### src/rtl/mod_float_to_fixed.sv
// mod_float_to_fixed
// Converts an IEEE-754 half-precision float to signed two's-complement fixed
// point with INT_W integer bits (sign included) and FRAC_W fraction bits.
// The conversion always takes IDLE -> ALIGN -> ROUND -> PACK -> IDLE.
// The result appears 3 cycles after the accept edge.
//
// Optional build macro:
//   F2F_ROUND_NEAREST_EN  defined   : round to nearest, ties to even, on the magnitude
//                         undefined : truncate toward zero
//
// Ports:
//   clk          in   1  clock, rising edge
//   rst          in   1  asynchronous reset, active low
//   in_Float     in  16  half-precision operand, sampled on the accept edge
//   in_En        in   1  request, accepted only while idle
//   out_Fixed    out  W  signed result, LSB = 2^-FRAC_W
//   out_Ready    out  1  one-cycle pulse when result and flags are valid
//   out_Busy     out  1  high while a conversion is in flight
//   out_Ovf      out  1  result was saturated
//   out_Invalid  out  1  operand was NaN
module mod_float_to_fixed #(
    parameter int INT_W  = 12,
    parameter int FRAC_W = 4
) (
    input  logic                            clk,
    input  logic                            rst,
    input  logic [15:0]                     in_Float,
    input  logic                            in_En,
    output logic signed [INT_W+FRAC_W-1:0]  out_Fixed,
    output logic                            out_Ready,
    output logic                            out_Busy,
    output logic                            out_Ovf,
    output logic                            out_Invalid
);
    localparam int W = INT_W + FRAC_W;

`ifdef F2F_ROUND_NEAREST_EN
    localparam logic ROUND_NEAREST = 1'b1;
`else
    localparam logic ROUND_NEAREST = 1'b0;
`endif

    // Right shift amount is relative to the LSB of the 11-bit significand.
    localparam logic signed [6:0] SHIFT_OFS = 7'(FRAC_W - 25);
    localparam logic [W:0]        POS_MAX   = (W+1)'((1 << (W-1)) - 1);
    localparam logic [W:0]        NEG_MAG   = (W+1)'(1 << (W-1));

    typedef enum logic [1:0] {S_IDLE, S_ALIGN, S_ROUND, S_PACK} state_t;
    state_t r_state;

    logic [15:0] r_float_p0;
    logic        r_sign_p1, r_nan_p1, r_pre_ovf_p1;
    logic        r_g_p1, r_r_p1, r_s_p1;
    logic [W:0]  r_mag_p1;
    logic        r_pre_ovf_p2;
    logic [W:0]  r_mag_p2;

    // Returns {carry, magnitude}; the carry marks a round-up past the register.
    function automatic logic [W+1:0] f_round(input logic [W:0] mag,
                                             input logic g, input logic r, input logic s);
        logic inc;
        inc = ROUND_NEAREST & g & (r | s | mag[0]);
        return {1'b0, mag} + (W+2)'(inc);
    endfunction

    // Returns {ovf, fixed}. A negative magnitude of exactly 2^(W-1) is representable.
    function automatic logic [W:0] f_saturate(input logic sign, input logic nan,
                                              input logic pre_ovf, input logic [W:0] mag);
        logic [W:0] neg;
        neg = -mag;
        if (nan)
            return '0;
        else if (!sign)
            return (pre_ovf || mag > POS_MAX) ? {1'b1, POS_MAX[W-1:0]} : {1'b0, mag[W-1:0]};
        else
            return (pre_ovf || mag > NEG_MAG) ? {1'b1, NEG_MAG[W-1:0]} : {1'b0, neg[W-1:0]};
    endfunction

    logic [4:0]         w_exp;
    logic [9:0]         w_mant;
    logic [10:0]        w_sig;
    logic signed [6:0]  w_e;
    logic [6:0]         w_rsh;
    logic [36:0]        w_rext;
    logic [47:0]        w_lsh;
    logic [47:0]        w_int;
    logic               w_big, w_nan, w_inf, w_zero;
    logic [W+1:0]       w_rnd;
    logic [W:0]         w_sat;

    assign w_exp  = r_float_p0[14:10];
    assign w_mant = r_float_p0[9:0];
    assign w_sig  = {1'b1, w_mant};
    assign w_e    = $signed({2'b00, w_exp}) + SHIFT_OFS;
    assign w_rsh  = -w_e;
    // 26 spare low bits hold guard, round and sticky for shifts up to 24.
    assign w_rext = {w_sig, 26'd0} >> w_rsh;
    assign w_lsh  = {37'd0, w_sig} << w_e;
    assign w_int  = w_e[6] ? {37'd0, w_rext[36:26]} : w_lsh;
    assign w_big  = |w_int[47:W+1];
    assign w_nan  = (&w_exp) & (|w_mant);
    assign w_inf  = (&w_exp) & ~(|w_mant);
    assign w_zero = ~(|w_exp);
    assign w_rnd  = f_round(r_mag_p1, r_g_p1, r_r_p1, r_s_p1);
    assign w_sat  = f_saturate(r_sign_p1, r_nan_p1, r_pre_ovf_p2, r_mag_p2);

    // Control and registered outputs
    always_ff @(posedge clk or negedge rst) begin
        if (!rst) begin
            r_state     <= S_IDLE;
            out_Fixed   <= '0;
            out_Ready   <= 1'b0;
            out_Busy    <= 1'b0;
            out_Ovf     <= 1'b0;
            out_Invalid <= 1'b0;
        end else begin
            out_Ready <= 1'b0;
            case (r_state)
                S_IDLE: begin
                    if (in_En) begin
                        r_state  <= S_ALIGN;
                        out_Busy <= 1'b1;
                    end
                end
                S_ALIGN: r_state <= S_ROUND;
                S_ROUND: r_state <= S_PACK;
                S_PACK: begin
                    r_state     <= S_IDLE;
                    out_Busy    <= 1'b0;
                    out_Ready   <= 1'b1;
                    out_Fixed   <= w_sat[W-1:0];
                    out_Ovf     <= w_sat[W];
                    out_Invalid <= r_nan_p1;
                end
                default: r_state <= S_IDLE;
            endcase
        end
    end

    // Datapath: p0 operand capture, p1 alignment, p2 rounding
    always_ff @(posedge clk) begin
        if (r_state == S_IDLE && in_En)
            r_float_p0 <= in_Float;
        if (r_state == S_ALIGN) begin
            r_sign_p1 <= r_float_p0[15];
            r_nan_p1  <= w_nan;
            if (w_nan || w_zero || w_inf) begin
                r_mag_p1     <= '0;
                r_g_p1       <= 1'b0;
                r_r_p1       <= 1'b0;
                r_s_p1       <= 1'b0;
                r_pre_ovf_p1 <= w_inf;
            end else begin
                r_mag_p1     <= w_int[W:0];
                r_g_p1       <= w_e[6] & w_rext[25];
                r_r_p1       <= w_e[6] & w_rext[24];
                r_s_p1       <= w_e[6] & (|w_rext[23:0]);
                r_pre_ovf_p1 <= w_big;
            end
        end
        if (r_state == S_ROUND) begin
            r_mag_p2     <= w_rnd[W:0];
            r_pre_ovf_p2 <= r_pre_ovf_p1 | w_rnd[W+1];
        end
    end
endmodule
### config.mk
export PLATFORM = sky130hd
export DESIGN_NAME = mod_float_to_fixed
export DESIGN_NICKNAME = d
export VERILOG_FILES = /design/src/rtl/mod_float_to_fixed.sv
export SDC_FILE = /design/constraint.sdc
export NUM_CORES = 1
export LEC_CHECK = 0
export CELL_PAD_IN_SITES_DETAIL_PLACEMENT = 1
export CELL_PAD_IN_SITES_GLOBAL_PLACEMENT = 1
export CORE_MARGIN = 1.5
export CORE_UTILIZATION = 41
export CTS_CLUSTER_DIAMETER = 200
export DETAILED_ROUTE_END_ITERATION = 10
export GPL_ROUTABILITY_DRIVEN = 0
export GPL_TIMING_DRIVEN = 0
export HOLD_SLACK_MARGIN = 0.12
export PLACE_DENSITY = 0.81
export SLEW_MARGIN = 20
export SYNTH_ARGS = -nofsm -noshare
export SYNTH_HDL_FRONTEND = slang
export SYNTH_SLANG_ARGS = --single-unit
### constraint.sdc
create_clock -name clk -period 6.8 [get_ports clk]
set_input_delay 1.36 -clock clk [delete_from_list [all_inputs] [get_ports clk]]
set_output_delay 1.36 -clock clk [all_outputs]
set_load 0.1 [all_outputs]
## Yosys cells after proc, flatten, opt, wreduce, memory -nomap -nowiden

Index checks and enable logic that the tools add are counted.
W data, S select, Z words.

| storage, ports and cells | value |
|---|---|
| flip-flop bits (word level) | 76 |
| output and inout port bits | 20 |
| logic and storage cells | 53 |
| bits of input ports | 19 |

| cells by class | value |
|---|---|
| add/sub/neg operators | 3 |
| reduce and logical (&&, ||, !) cells | 13 |
| multiplexer cells | 11 |
| equal/unequal tests | 4 |
| shift operators | 2 |
| bitwise operators | 4 |
| magnitude comparators | 2 |

Operators by type and width:

| cell | count |
|---|---|
| $mux W17 | 4 |
| $mux W48 | 1 |
| $shl A11 B7 Y48 | 1 |
| $shr A37 B7 Y37 | 1 |
| $reduce_or A31 Y1 | 1 |
| $gt A17 B15 Y1 const B | 1 |
| $gt A17 B16 Y1 const B | 1 |
| $neg A16 Y16 | 1 |
| $reduce_or A10 Y1 | 1 |
| $pmux W2 S4 | 1 |
| $add A6 B6 Y7 const B | 1 |
| $neg A7 Y7 | 1 |
| $reduce_and A5 Y1 | 1 |
| $reduce_or A5 Y1 | 1 |
| $eq A2 B2 Y1 const B | 2 |
| $logic_or A1 B1 Y1 | 4 |
| $mux W1 | 3 |
| $and A1 B1 Y1 | 2 |
| $eq A2 B1 Y1 const B | 1 |
| $logic_not A2 Y1 | 1 |
| $mux W2 | 1 |
| $ne A2 B2 Y1 const B | 1 |
| $not A1 Y1 | 2 |
| $pmux W1 S2 | 1 |
| other kinds (4) | 4 |

## Depth between registers and ports, before layout

| logic depth | value |
|---|---|
| word-level depth | 6 |
| depth in mapped cells | 14 |
| depth with buffers taken out | 9 |

## Worst setup path after synthesis

Ideal clock, no wire load.

| timing | value |
|---|---|
| path kind | flip-flop to flip-flop |
| from | register r_float_p0[10] |
| to | register r_pre_ovf_p1, data pin |
| data arrival time | 2.893 ns |
| setup slack | 3.635 ns |
| buffers on the path | 4 |
| cell stages (with the launch flop) | 14 |
| required time | 6.528 ns |
| clock period less this slack | 3.165 ns |
| setup time | 0.272 ns |
| cell sequence | edfxtp_1 -> buf_2 -> inv_1 -> buf_1 -> ha_1 -> ha_1 -> clkbuf_1 -> clkbuf_1 -> mux4_2 -> nor2_1 -> a21oi_1 -> a2bb2oi_1 -> nor4_1 -> a22oi_1 |

| on the way | value |
|---|---|
| longest elaborated chain between the ends | 5 |
| elaborated cells between the ends (all ways) | 12 |
| classes of those cells | add/sub (1); shift (1); mux (2); bitwise (3); reduce/logical (5) |

RTL lines:

| item | RTL line | source |
|---|---|---|
| from (decl) | 51 | `logic [15:0] r_float_p0;` |
| from (signal assigned) | 143 | `r_float_p0 <= in_Float;` |
| $add A6 B6 Y7, or another cell as far along | 94 | `assign w_e = $signed({2'b00, w_exp}) + SHIFT_OFS;` |
| $shl A11 B7 Y48, or another cell as far along | 98 | `assign w_lsh = {37'd0, w_sig} << w_e;` |
| $mux W48 or $logic_or A1 B1 Y1 (tied branches) | 99, 147 |  |
| $reduce_or A31 Y1 or $logic_or A1 B1 Y1 (tied branches) | 100, 147 |  |
| $mux W1 * | 147 | `if (w_nan \|\| w_zero \|\| w_inf) begin` |
| to (signal assigned) | 152 | `r_pre_ovf_p1 <= w_inf;` |
| to (signal assigned) | 158 | `r_pre_ovf_p1 <= w_big;` |
| to (decl) | 52 | `logic r_sign_p1, r_nan_p1, r_pre_ovf_p1;` |

Mark *: on every way between the ends. The rest lies on a longest branch, timed or not.
A chain may end at the register's enable or synchronous reset.

## Worst setup path after layout

Same ends and word-level chain as after synthesis.

==> summary.txt <==
Pwr
  – P_int: 1.41 mW
  – VDD IR max: 248 uV
  – Share of total power in the clock network: 18.0%
  – Sw Ratio: 46.7%
  – Combinational power share: 50.2%
  – P_sw: 1.23 mW
  – Lkg Pwr: 1.99 nW
  – PwrDens: 483 mW/mm2
  – Tot Pwr: 2.64 mW
  – Flop pwr share: 31.8%

Die
  – Chip width: 109 um
  – Initial Utilization: 42.4%
  – IO Count: 39
  – Die height: 109 um
  – Cell Rows: 38
  – Die area: 0.0120 mm2
  – Core Area: 0.0109 mm2

Setup path
  – Setup CP Type: reg2reg
  – R2R depth: 13
  – WP data required: 6870 ps
  – CP max FO: 10
  – Worst reg2reg path endpoint: r_pre_ovf_p1$_DFFE_PN_
  – Startpoint Class: register
  – R2r setup slk: 2630 ps
  – Start of the worst register-to-register path: r_float_p0[10]$_DFFE_PP_
  – CP Data Arrival Time: 4240 ps
  – Critical Path End Type: register

Placement
  – DP HPWL: 9480 um
  – # port buffers: 38

Status
  – Outcome: finished, final reports clean

CTS
  – Clock tree buffer depth: 2
  – Post-CTS Setup Inserts: 0
  – H-tree level count: 3
  – Post-CTS Hold Buffers: 0
  – TritonCTS Buffers: 9
  – CTS tree: yes
  – CTS resizes: 0
  – Worst-Skew Late Latency: 350 ps
  – Clock root cell: clkbuf_16
  – Clk sinks: 76
  – Clk slew on worst S/H paths: 60 ps

STA
  – Post-route setup TNS: 0 ps
  – Worst-Margin Slew: 968 ps
  – Final setup viols: 0
  – Relative slew slack: 35.3%
  – Final Hold Vio Count: 0
  – Max Freq: 0.240 GHz
  – Period minus WS final: 4170 ps
  – Max Clock Skew: 6.05 ps
  – RSZ-0062 raised after global routing: false
  – Slew Viols, Final: 0
  – Final worst-path cycle share: 61.4%

Detailed routing
  – Via Count: 3798
  – TritonRoute pass-1 iters: 4
  – Initial drt markers: 232
  – Final ANT Viol Nets: 0
  – WL final: 12700 um
  – Residual DRC count: 0
  – Vias per inst: 5.95
  – Routed wire per std cell: 19.9 um

Yosys
  – Yosys cell types: 68
  – Seq cells post-synth: 76
  – Mapped Nets: 474
  – Synth top cells by count: 54 x edfxtp_1, 32 x a21oi_1, 30 x nor2_1
  – Gate count of the mapped netlist: 444
  – Syn_area_per_cell: 10.4 um2
  – Async SR Flop Fraction: 28.9%
  – EDFF count, synth: 54
  – Synth area leader: edfxtp_1
  – Post-synth top flop: edfxtp_1
  – Cell Area, Synth: 0.00464 mm2
  – Register area share after synthesis: 46.9%
  – YS warnings: 0
  – Most frequent cell after synthesis: edfxtp_1
  – Post-synth top area share: 35.0%
  – Synth top area cells: edfxtp_1 35%, dfrtp_1 12%, mux2i_1 5.0%, a21oi_1 3.5%, ha_1 3.0%

Hold path
  – Hold path endpoint: r_mag_p2[3]$_DFFE_PP_
  – Hold Crit Depth: 0
  – Hold Path Class: reg2reg
  – HP Start: r_mag_p1[3]$_SDFFCE_PP0N_

GRT
  – First-pass GRT wire length: 20800 um
  – Overflow after GRT: 0
  – Pin count of the biggest net entering global routing: 23
  – Initial antenna violation count: 0
  – Total GRT Usage: 22.9%
  – Vias in the first global route: 3977

Flow run
  – Max-Cap Viols: 0

Final layout
  – Share of cells above drive strength 1: 10.4%
  – Nets: 523
  – Diode count: 0
  – Area growth syn-to-layout: 18.1%
-- sequential cells by signal (all words and copies together), names as in the netlist --
name,count
out_Busy,1
out_Fixed,16
out_Invalid,1
out_Ovf,1
out_Ready,1
r_float_p0,16
r_mag_p1,17
r_mag_p2,17
r_nan_p1,1
r_pre_ovf_p1,1
r_pre_ovf_p2,1
r_sign_p1,1
r_state,2
-- cells by family after synthesis --
family                   after synthesis  synth area share (%)
AO/OA/AOI/OAI                        134                  19.4
adder cells (fa/ha/maj)               11                  2.97
buffers and inverters                 42                  4.18
XOR/XNOR                               7                  1.48
multiplexers                          33                  8.12
flip-flops                            76                  46.9
AND/OR/NAND/NOR                      141                  17.0
-- worst max path at each step --
| stage | startpoint | to | depth (start not counted) |
|---|---|---|---|
| CTS | r_float_p0[10]$_DFFE_PP_ | r_pre_ovf_p1$_DFFE_PN_ | 13 |
| detailed placement | r_float_p0[10]$_DFFE_PP_ | r_pre_ovf_p1$_DFFE_PN_ | 13 |
| global route | r_float_p0[10]$_DFFE_PP_ | r_pre_ovf_p1$_DFFE_PN_ | 14 |
| global placement | r_float_p0[10]$_DFFE_PP_ | r_pre_ovf_p1$_DFFE_PN_ | 13 |
| finish | r_float_p0[10]$_DFFE_PP_ | r_pre_ovf_p1$_DFFE_PN_ | 13 |
| floorplan | r_float_p0[10]$_DFFE_PP_ | r_pre_ovf_p1$_DFFE_PN_ | 13 |
-- per-layer routing --
metal	wire length, um	share of wire [%]	up-vias	GRT usage (%)
met1	5310	42	1850	26.4
met4	497	3.9	0	9.65
met3	517	4.1	44	4.68
met2	6360	50	114	41.0
met5	0	0	-	0
li1	-	-	1790	-
-- worst max-delay path: stages (launching register included) --
cell and delay (ps):
edfxtp_1 420, buf_2 200, inv_1 190, buf_1 470, ha_1 370, ha_1 210, clkbuf_1 300, clkbuf_1 460
mux4_2 380, nor2_1 210, a21oi_1 70, a2bb2oi_1 150, nor4_1 320, a22oi_1 140
-- power by group through the flow --
stage                     sequential, mW  clock (mW)  combinational (mW)
after floorplan                     1.16           0               0.647
final                              0.840       0.474                1.33
after CTS                          0.841       0.484                1.32
after global routing               0.860       0.502                1.42
after detailed placement           0.849           0                1.31
after global placement             0.833           0                1.28
-- cell type report --
class / instances / area (um2)
Fill cell: 1215 / 5460
Multi-Input combinational cell: 326 / 2270
Sequential cell: 76 / 2170
Timing Repair Buffer: 38 / 375
Clock buffer: 11 / 233
Tap cell: 140 / 175
Buffer: 28 / 141
Clock inverter: 5 / 53.8
Inverter: 14 / 52.6
-- layout by cell type (no fill, tap or decap), types with 4 or more instances in the layout --
cell type,instances
a211oi_1,6
a21oi_1,32
a311oi_1,4
a31oi_1,4
and2_1,5
and3_1,5
buf_2,9
clkbuf_1,16
clkbuf_16,9
clkdlybuf4s50_1,37
clkinv_1,4
dfrtp_1,22
edfxtp_1,54
ha_1,11
inv_1,11
mux2_2,7
mux2i_1,23
nand2_1,28
nand2b_1,15
nand3_1,10
nand4_1,5
nor2_1,30
nor3_1,10
nor4_1,6
o21a_1,4
o21ai_0,26
o21ai_1,4
o22ai_1,10
o2bb2ai_1,13
xnor2_1,4
-- metrics by stage --
step / utilization [%] / instances / hold slack [ps] / area (um2) / setup WS [ps]
global route: 50.0 / 638 / 434 / 5470 / 2400
floorplan: - / 444 / 400 / 4640 / 3630
CTS: 50.1 / 638 / 421 / 5480 / 2700
detailed placement: 47.5 / 622 / 406 / 5190 / 2740
finish: 50.0 / 638 / 420 / 5470 / 2630
global placement: 47.5 / 622 / 401 / 5190 / 2850
Note: power is estimated with default switching activity, not from simulation.
